### src/rtl/opcode_byte_unpacker.sv
// Purpose: reassemble an 8-byte host-link stream into one Opcode_st and validate its op field.
// Latency: out_valid rises 1 clk after the 8th byte is accepted; minimum frame period is 9 clk.
// Backpressure: in_ready drops while an opcode is held; held until out_ready, stalled frames time out.
//
// Ports:
//   clk, reset              rising-edge clock, asynchronous active-high reset
//   in_byte/in_valid/in_ready   byte stream from the link (valid/ready)
//   opcode/out_valid/out_ready  assembled opcode to the dispatcher (1-deep, valid/ready)
//   frame_busy              a partial frame is being collected
//   err_timeout             1-clk pulse: partial frame dropped after an inter-byte gap
//   err_bad_op              1-clk pulse: complete frame dropped because op is not a known opcode

`timescale 1ns/1ps

package Opcode_p;

  // Highest op value that is a member of Opcode_t.
  localparam logic [7:0] OP_MAX = 8'd3;

  typedef struct packed {
    logic [7:0]  op;
    logic [11:0] arg1;
    logic [11:0] arg2;
    logic [11:0] arg3;
    logic [11:0] arg4;
    logic [7:0]  flags;
  } Opcode_st;

endpackage

module opcode_byte_unpacker #(
  parameter int unsigned TIMEOUT_CYCLES = 100000,
  parameter bit          CHECK_OP       = 1'b1
) (
  input  logic               clk,
  input  logic               reset,
  input  logic [7:0]         in_byte,
  input  logic               in_valid,
  output logic               in_ready,
  output Opcode_p::Opcode_st opcode,
  output logic               out_valid,
  input  logic               out_ready,
  output logic               frame_busy,
  output logic               err_timeout,
  output logic               err_bad_op
);

  localparam int unsigned GAP_W = $clog2(TIMEOUT_CYCLES + 1);

  // Gap value at which one more idle cycle expires the frame.
  localparam logic [GAP_W-1:0] GAP_LAST = GAP_W'(TIMEOUT_CYCLES - 1);

  typedef enum logic [1:0] {
    IDLE    = 2'd0,
    COLLECT = 2'd1,
    HOLD    = 2'd2
  } state_t;

  state_t           state_q, state_d;
  logic [2:0]       idx_q, idx_d;
  logic [GAP_W-1:0] gap_q, gap_d;

  // Bytes 0..6 of the frame in progress; byte 7 is taken straight from in_byte.
  logic [6:0][7:0]  frame_q;

  logic             accept;
  logic             store_en;
  logic             load_en;
  logic             op_ok;
  logic             err_timeout_d;
  logic             err_bad_op_d;
  logic [47:0]      a_word;

  assign in_ready   = (state_q != HOLD);
  assign out_valid  = (state_q == HOLD);
  assign frame_busy = (state_q == COLLECT);

  assign accept = in_valid && in_ready;

  // b1..b6 form one big-endian 48-bit word that is split into four 12-bit args.
  assign a_word = {frame_q[1], frame_q[2], frame_q[3], frame_q[4], frame_q[5], frame_q[6]};

  assign op_ok = !CHECK_OP || (frame_q[0] <= Opcode_p::OP_MAX);

  // Next-state and control.
  always_comb begin
    state_d       = state_q;
    idx_d         = idx_q;
    gap_d         = gap_q;
    store_en      = 1'b0;
    load_en       = 1'b0;
    err_timeout_d = 1'b0;
    err_bad_op_d  = 1'b0;

    case (state_q)
      IDLE: begin
        if (accept) begin
          store_en = 1'b1;
          idx_d    = 3'd1;
          gap_d    = '0;
          state_d  = COLLECT;
        end
      end

      COLLECT: begin
        if (accept) begin
          // A byte always wins over the timeout, even on the limit cycle.
          gap_d = '0;
          if (idx_q == 3'd7) begin
            idx_d = 3'd0;
            if (op_ok) begin
              load_en = 1'b1;
              state_d = HOLD;
            end else begin
              err_bad_op_d = 1'b1;
              state_d      = IDLE;
            end
          end else begin
            store_en = 1'b1;
            idx_d    = idx_q + 3'd1;
          end
        end else if (gap_q >= GAP_LAST) begin
          // This idle cycle is the TIMEOUT_CYCLES-th one; the compare also
          // keeps the counter from ever running past the limit.
          err_timeout_d = 1'b1;
          idx_d         = 3'd0;
          gap_d         = '0;
          state_d       = IDLE;
        end else begin
          gap_d = gap_q + GAP_W'(1);
        end
      end

      HOLD: begin
        // Input is stalled here, so the gap counter is left alone.
        if (out_ready) begin
          state_d = IDLE;
        end
      end

      default: begin
        state_d = IDLE;
        idx_d   = 3'd0;
        gap_d   = '0;
      end
    endcase
  end

  // State register.
  always_ff @(posedge clk or posedge reset) begin
    if (reset) begin
      state_q <= IDLE;
      idx_q   <= 3'd0;
      gap_q   <= '0;
    end else begin
      state_q <= state_d;
      idx_q   <= idx_d;
      gap_q   <= gap_d;
    end
  end

  // Frame byte buffer.
  always_ff @(posedge clk or posedge reset) begin
    if (reset) begin
      frame_q <= '0;
    end else if (store_en) begin
      frame_q[idx_q] <= in_byte;
    end
  end

  // Output opcode register: written only by a frame that passed the op check.
  always_ff @(posedge clk or posedge reset) begin
    if (reset) begin
      opcode <= '0;
    end else if (load_en) begin
      opcode <= {frame_q[0], a_word, in_byte};
    end
  end

  // Error pulses, registered so they line up with the cycle after the decision.
  always_ff @(posedge clk or posedge reset) begin
    if (reset) begin
      err_timeout <= 1'b0;
      err_bad_op  <= 1'b0;
    end else begin
      err_timeout <= err_timeout_d;
      err_bad_op  <= err_bad_op_d;
    end
  end

endmodule
### config.mk
export PLATFORM = sky130hd
export DESIGN_NAME = opcode_byte_unpacker
export DESIGN_NICKNAME = d
export VERILOG_FILES = /design/src/rtl/opcode_byte_unpacker.sv
export SDC_FILE = /design/constraint.sdc
export NUM_CORES = 1
export LEC_CHECK = 0
export BUFFER_PORTS_ARGS = -buffer_cell sky130_fd_sc_hd__buf_2
export CAP_MARGIN = 0
export CORE_MARGIN = 3
export CORE_UTILIZATION = 51
export DETAILED_ROUTE_END_ITERATION = 6
export GPL_ROUTABILITY_DRIVEN = 0
export PLACE_DENSITY_LB_ADDON = 0.05
export REMOVE_ABC_BUFFERS = 1
export SLEW_MARGIN = 10
export SYNTH_ARGS = -nofsm -noshare
export SYNTH_HDL_FRONTEND = slang
export SYNTH_SLANG_ARGS = --single-unit
### constraint.sdc
create_clock -name clk -period 4.75 [get_ports clk]
set_input_delay 0.95 -clock clk [delete_from_list [all_inputs] [get_ports clk]]
set_output_delay 0.95 -clock clk [all_outputs]
set_load 0.1 [all_outputs]
# Word level (Yosys, flattened, before mapping)
# Index checks and enable logic that the tools add are counted.
# totals
ff_bits,144
in_bits,12
out_inout_bits,69
word_cells,73
# classes
add_sub_neg,2
order_cmp,4
eq_ne,8
n_mux,34
bitwise,1
n_reduce_logical,6
# op_table
cell,count
56-bit bitwise mux,1
17-bit two-way mux,3
17-bit one-hot mux with 3 select lines,1
8-bit demux with 3-bit select,1
"17-bit by 1-bit adder with 17-bit output, second input constant",1
"17-bit greater-or-equal comparator, second input constant",1
1-bit two-way mux,14
2-bit two-way mux,6
3-bit two-way mux,4
3-bit one-hot mux with 3 select lines,1
"8-bit by 2-bit less-or-equal comparator with 1-bit output, second input constant",1
8-bit two-way mux,1
2-bit one-hot mux with 3 select lines,1
"3-bit by 4-bit less-than comparator with 1-bit output, second input constant",1
"2-bit inequality test, second input constant",2
4-bit AND reduction,1
"3-bit by 1-bit adder with 3-bit output, second input constant",1
"3-bit == test, second input constant",1
"3-bit by 1-bit greater-or-equal comparator with 1-bit output, second input constant",1
"3-bit by 1-bit inequality test with 1-bit output, second input constant",1
"3-bit by 2-bit inequality test with 1-bit output, second input constant",1
3-bit AND reduction,1
"2-bit by 1-bit == test with 1-bit output, second input constant",1
"2-bit == test, second input constant",1
other kinds (6),7

# Depth between registers and ports, before layout
# Gate-level depths: netlist of the first run.
# logic_depth
word_depth,5
mapped_depth,7
depth_no_buf,6

# Worst setup path after synthesis of the first run
# OpenSTA, ideal clock, no wires.
# synth_timing
path_type,flip-flop to output port
start,register state_q[0]
end,output out_valid
t_arrival_ns,2.167
required_ns,3.800
setup_slack_ns,1.633
path_stages_with_launch,4
n_path_buf,1
cell_sequence,dfrtp_1 -> clkbuf_1 -> nand2b_1 -> inv_1
# synth_between
elab_chain_len,1
# synth_lines
element,line_no,text
from (decl),59,"state_t state_q, state_d;"
from (signal assigned),156,state_q <= state_d;
2-bit == test,75,assign out_valid = (state_q == HOLD);
to (decl),41,"output logic out_valid,"
# Every way passes these cells.

# Worst setup path after layout of the first run
# layout_timing
start,register state_q[0]
end,output frame_busy
# layout_between
elab_chain_len,1
# layout_lines
element,line_no,text
2-bit by 1-bit == test with 1-bit output,76,assign frame_busy = (state_q == COLLECT);
to (decl),43,"output logic frame_busy,"
# Every way passes these cells.

==> results of run 1 <==
## worst paths after layout
| path | slack [ns] | cells past startpoint | start | endpoint |
|---|---|---|---|---|
| worst max-delay path | 1.99 | 2 | state_q[0]$_DFFE_PP0P_ | frame_busy |
| worst min-delay path | 0.48 | 1 | opcode[61]$_DFFE_PP0P_ | opcode[61]$_DFFE_PP0P_ |
| worst max register to register | 2.00 | 6 | idx_q[0]$_DFFE_PP0P_ | a_word[3]$_DFFE_PP0P_ |
| worst min register to register | 0.48 | 1 | opcode[61]$_DFFE_PP0P_ | opcode[61]$_DFFE_PP0P_ |
| max in group asynchronous | 3.16 | 3 | reset | a_word[19]$_DFFE_PP0P_ |
| min in group asynchronous | 0.65 | 2 | reset | opcode[61]$_DFFE_PP0P_ |
## cell type report
| class | count | area (um^2) | area share (%) |
|---|---|---|---|
| Sequential cell | 144 | 3600 | 51.6 |
| Multi-Input combinational cell | 230 | 2190 | 31.3 |
| Clock buffer | 22 | 474 | 6.79 |
| Timing Repair Buffer | 84 | 430 | 6.16 |
| Tap cell | 140 | 175 | 2.51 |
| Clock inverter | 10 | 86.3 | 1.24 |
| Inverter | 7 | 31.3 | 0.448 |
## power by group
part / internal [W] / switching [W]
sequential: 0.00152 / 0.000181
clock: 0.000757 / 0.000492
combinational: 0.000329 / 0.000485
## state kept, by name, indices dropped and copies added (netlist names)
| register | count |
|---|---|
| opcode | 64 |
| a_word | 48 |
| gap_q | 17 |
| frame_q | 8 |
| idx_q | 3 |
| state_q | 2 |
| err_bad_op | 1 |
| err_timeout | 1 |
## routing by layer
metal	global-route usage (%)	part of all wire (%)	vias to the layer above
met2	28.2	48	76
met4	6.41	0.97	0
met5	0	0	-
li1	-	-	1582
met1	25.3	45	1753
met3	7.75	5.5	12
## per-stage QoR
| step | setup TNS, ns | worst slack (ns) | std cells |
|---|---|---|---|
| 6_report | 0 | 1.99 | 637 |
| 5_1_grt | 0 | 1.85 | 637 |
| 4_1_cts | 0 | 1.98 | 637 |
| 3_5_place_dp | 0 | 1.83 | 605 |
| 3_3_place_gp | 0 | 1.87 | 605 |
| 2_1_floorplan | -97.96 | -1.40 | 381 |
## worst register-to-register path: cells and delay by family (launching register included)
family	cells	cell delay [ns]
AO/OA/AOI/OAI	1	0.39
adder cells (fa/ha/maj)	2	0.47
flip-flops	1	0.46
multiplexers	1	0.42
AND/OR/NAND/NOR	2	0.88
## cell usage in the layout, fill, tap and decap left out, drive strengths merged, types with 9 or more instances in the layout
cell type  instances
buf               84
clkbuf            22
clkinv             9
dfrtp            144
mux2             114
nand2             14
nand3             12
nor2              21
## cell families (layout without fill, tap and decap cells)
| kind of cell | after synthesis | in the layout | synth area share (%) |
|---|---|---|---|
| flip-flops | 144 | 144 | 61.0 |
| multiplexers | 114 | 114 | 24.5 |
| AND/OR/NAND/NOR | 80 | 80 | 7.62 |
| AO/OA/AOI/OAI | 21 | 21 | 2.50 |
| buffers and inverters | 20 | 123 | 2.01 |
| XOR/XNOR | 12 | 12 | 1.78 |
| adder cells (fa/ha/maj) | 3 | 3 | 0.635 |
==> run metrics, run 1 <==
initial antenna violation count 0; #FFs+latches synth 144; CTS Buffer Depth 2; max-cap check violation count 0; Peak Freq 362 MHz; largest net degree at the start of global routing 81; Post-layout nets 499; Crit Path Category reg2out; period utilization 58.1%; top-area cell type share of the netlist area 61.0%; Top FF cell, synth dfrtp_1; HPWL Detailed 7180 um; CTS sink count 144; worst clock skew 0.0111 ns; H-tree depth 4; Die Area 0.0129 mm^2; drt drc 0; sequential element share of the synthesized area 61.0%; Fin. Hold Viols 0; synth cell count leaders 144 x dfrtp_1, 71 x mux2_2, 43 x mux2_4; top post-synthesis cells by area dfrtp_1 61%, mux2_2 14%, mux2_4 11%; Die X 114 um; endpoints failing setup 0; Die Span Y 114 um; minimum clock period 2.76 ns; DR WL/cell 17.5 um; VDD IR max 0.000373 V; Antenna Cells 0; port bufs 80; critical path buffer and inverter count 1; Leak 3.61 nW; worst-path fanout max 13; Synth Instances 394; Hold WC Path Type reg2reg; fillers 891; Reg clk slew, reported paths 0.06 ns; placed cell area 0.00643 mm^2; cell with the most instances after synthesis dfrtp_1; Data required, critical path 3.80 ns; Skew-Pair Late Insertion Delay 0.42 ns; Crit-path slowest cell dfrtp_1; PD cells 539 mW/mm^2; initial drt markers 166; CP Cell Sequence nor2b_1 -> buf_2; Synth Cell Area 0.00591 mm^2; number of CTS-inserted buffers 17; drt total wl 11200 um; Slew HR 52.8%; Post-synth EDFFs 0; total congestion overflow 0; post-synth cell types 38; vias per inst 5.37; vias after detailed routing 3423; CTS root buf clkbuf_16; first-pass GRT wire length 18500 um; crit-path leading delay family flip-flops; Ports 81; Final Max Slew Viols 0; core region area 0.0111 mm^2; final core utilization 63.1%; FFs w/ async S/R, synth 100%; final instance area 0.00699 mm^2; GR Util All Layers 18.9%; setup repair bufs after CTS 0; vias in the first global route 3499; P&R area growth vs syn 18.3%; initial core utilization 53.3%; worst-margin pin slew 0.708 ns; final worst hold slack 0.476 ns; Post-CTS Resized 0; total power 0.00376 W; 1st-pass router iterations 4; RSZ-0062 raised after global routing false; CTS tree yes; Worst Setup End Kind primary output; status complete, no violations; Crit path largest cell delay 0.58 ns; Post-DRT Antenna Nets 0; Yosys Warn Count 0; Worst EP arrival 1.81 ns; Yosys top cell by area dfrtp_1; syn avg cell area 15.0 um^2; Hold Buf Count CTS 0; row cnt 38; CP Launch Type flop; share of cells above drive strength 1 47.5%
(Power assumes the default switching activity.)
==> run 2: changes to the inputs <==
--- a/config.mk
+++ b/config.mk
@@ -8,7 +8,7 @@
 export BUFFER_PORTS_ARGS = -buffer_cell sky130_fd_sc_hd__buf_2
 export CAP_MARGIN = 0
 export CORE_MARGIN = 3
-export CORE_UTILIZATION = 51
+export CORE_UTILIZATION = 57
 export DETAILED_ROUTE_END_ITERATION = 6
 export GPL_ROUTABILITY_DRIVEN = 0
 export PLACE_DENSITY_LB_ADDON = 0.05
==> constraint.sdc (replaced) <==
create_clock -name clk -period 2.9 [get_ports clk]
set_input_delay 0.58 -clock clk [delete_from_list [all_inputs] [get_ports clk]]
set_output_delay 0.58 -clock clk [all_outputs]
set_load 0.1 [all_outputs]
==> run metrics, run 2 (synthesized netlist as in run 1, its figures left out) <==
row cnt 36 (-5.3%); Die X 108 um (-5.1%); port bufs 80 (unchanged); Post-Route Setup TNS 0 ns (unchanged); GR Util All Layers 21.2% (+2.3 points); Leak 3.63 nW (+0.55%); setup repair bufs after CTS 0 (unchanged); worst-margin pin slew 0.577 ns (-0.130 ns); PD cells 891 mW/mm^2 (+65%); initial drt markers 135 (-19%); flop-to-flop setup slack 0.26 ns (-1.74 ns); Peak Freq 378 MHz; CTS sink count 144 (unchanged); minimum clock period 2.64 ns; largest register by flop count opcode; max-cap check violation count 0 (unchanged); core region area 0.00991 mm^2 (-11%); Post-DRT Antenna Nets 0 (unchanged); area of the multi-input gates 0.00219 mm^2 (unchanged); initial core utilization 59.6% (+6.3 points); Reg clk slew, reported paths 0.06 ns (about the same); Post-CTS Resized 0 (unchanged); drt drc 0 (unchanged); worst r2r src idx_q[1]$_DFFE_PP0P_; HPWL Detailed 7320 um (+2.0%); Worst EP arrival 3.04 ns (+1.23 ns); Antenna Cells 0 (unchanged); Skew-Pair Late Insertion Delay 0.52 ns (+0.10 ns); most common cell after layout, fill and taps aside dfrtp_1; Data required, critical path 3.30 ns (-0.50 ns); RSZ-0062 raised after global routing false; FF+latch area 0.00360 mm^2 (unchanged); most frequent cells in the layout 144 x dfrtp_1, 80 x buf_2, 71 x mux2_2; period utilization 91.1%; CTS root buf clkbuf_8; Crit Path Category reg2reg; worst clock skew 0.00719 ns (-0.00389 ns); Hold Buf Count CTS 0 (unchanged); M1 wire length 5090 um (+0.20%); worst r2r dst a_word[16]$_DFFE_PP0P_; CP Launch Type flop; Final Max Slew Viols 0 (unchanged); Slew HR 61.1% (+8.3 points); largest net degree at the start of global routing 61 (-25%); Die Area 0.0116 mm^2 (-10%); initial antenna violation count 0 (unchanged); total congestion overflow 0 (unchanged); P&R area growth vs syn 19.4%; max reg flops 64 (unchanged); number of CTS-inserted buffers 17 (unchanged); status complete, no violations; first-pass GRT wire length 18900 um (+2.2%); vias after detailed routing 3437 (+0.41%); Hold WC Path Type in2async; Worst Setup End Kind flop; endpoints failing setup 0 (unchanged); drt total wl 11100 um (-0.21%); top layer in use met4; worst-path fanout max 8 (-5); Ports 81 (unchanged); CTS tree yes; H-tree depth 4 (unchanged); fillers 686 (-23%); Setup WS pre-CTS 0.264 ns (-1.56 ns); vias per inst 5.42 (+0.88%); DR WL/cell 17.6 um (+0.27%); final core utilization 71.2% (+8.1 points); Final WS setup 0.257 ns (-1.73 ns); met3 WL 470 um (-24%); Fin. Hold Viols 0 (unchanged); worst r2r path cells 6 (unchanged); 1st-pass router iterations 7 (+3); met2 WL 5480 um (+2.3%); vias in the first global route 3613 (+3.3%); Post-layout nets 503 (+0.80%); Die Span Y 108 um (-5.1%); CTS Buffer Depth 2 (unchanged); VDD IR max 0.000440 V (+18%); share of cells above drive strength 1 48.1% (+0.62 points)
run 2: routing by layer:
layer  global-route usage, %  vias to the layer above
li1                        -                     1596
met1                    29.0                     1766
met2                    33.2                       65
met3                    6.18                       10
met4                    6.04                        0
met5                       0                        -
run 2: metrics by stage:
step	instance area (um^2)	hold WS, ns	total power [W]	instances
2_1_floorplan	5820	0.463	0.00386	381
3_3_place_gp	6470	0.464	0.00414	602
3_5_place_dp	6470	0.469	0.00420	602
4_1_cts	7060	0.126	0.00634	634
5_1_grt	7060	0.135	0.00660	634
6_report	7060	0.116	0.00629	634
run 2: worst max-delay path, stage by stage, from the launching register on:
cell and delay (ns):
dfrtp_1 0.47, ha_1 0.24, ha_1 0.24, a211oi_2 0.39, nand2b_1 0.31, nor3_4 0.48
mux2_2 0.39
run 2: worst max path at each step:
stage / end / start
2_1_floorplan: opcode[19]$_DFFE_PP0P_ / state_q[0]$_DFFE_PP0P_
3_3_place_gp: a_word[33]$_DFFE_PP0P_ / idx_q[1]$_DFFE_PP0P_
3_5_place_dp: a_word[16]$_DFFE_PP0P_ / idx_q[1]$_DFFE_PP0P_
4_1_cts: a_word[16]$_DFFE_PP0P_ / idx_q[1]$_DFFE_PP0P_
5_1_grt: a_word[38]$_DFFE_PP0P_ / idx_q[1]$_DFFE_PP0P_
6_report: a_word[16]$_DFFE_PP0P_ / idx_q[1]$_DFFE_PP0P_
run 2: where the power goes:
part	switching (W)	internal (W)
Combinational	0.000803	0.000560
Clock	0.000826	0.00131
Sequential	0.000300	0.00249
Total	0.00193	0.00436
run 2: area by class of cell:
type	count	area share, %
inverters	7	0.443
clock buffers	18	5.92
multi-input cells	230	31.0
clock inverters	14	2.36
well taps	133	2.36
repair buffers	88	6.88
flip-flops and latches	144	51.1
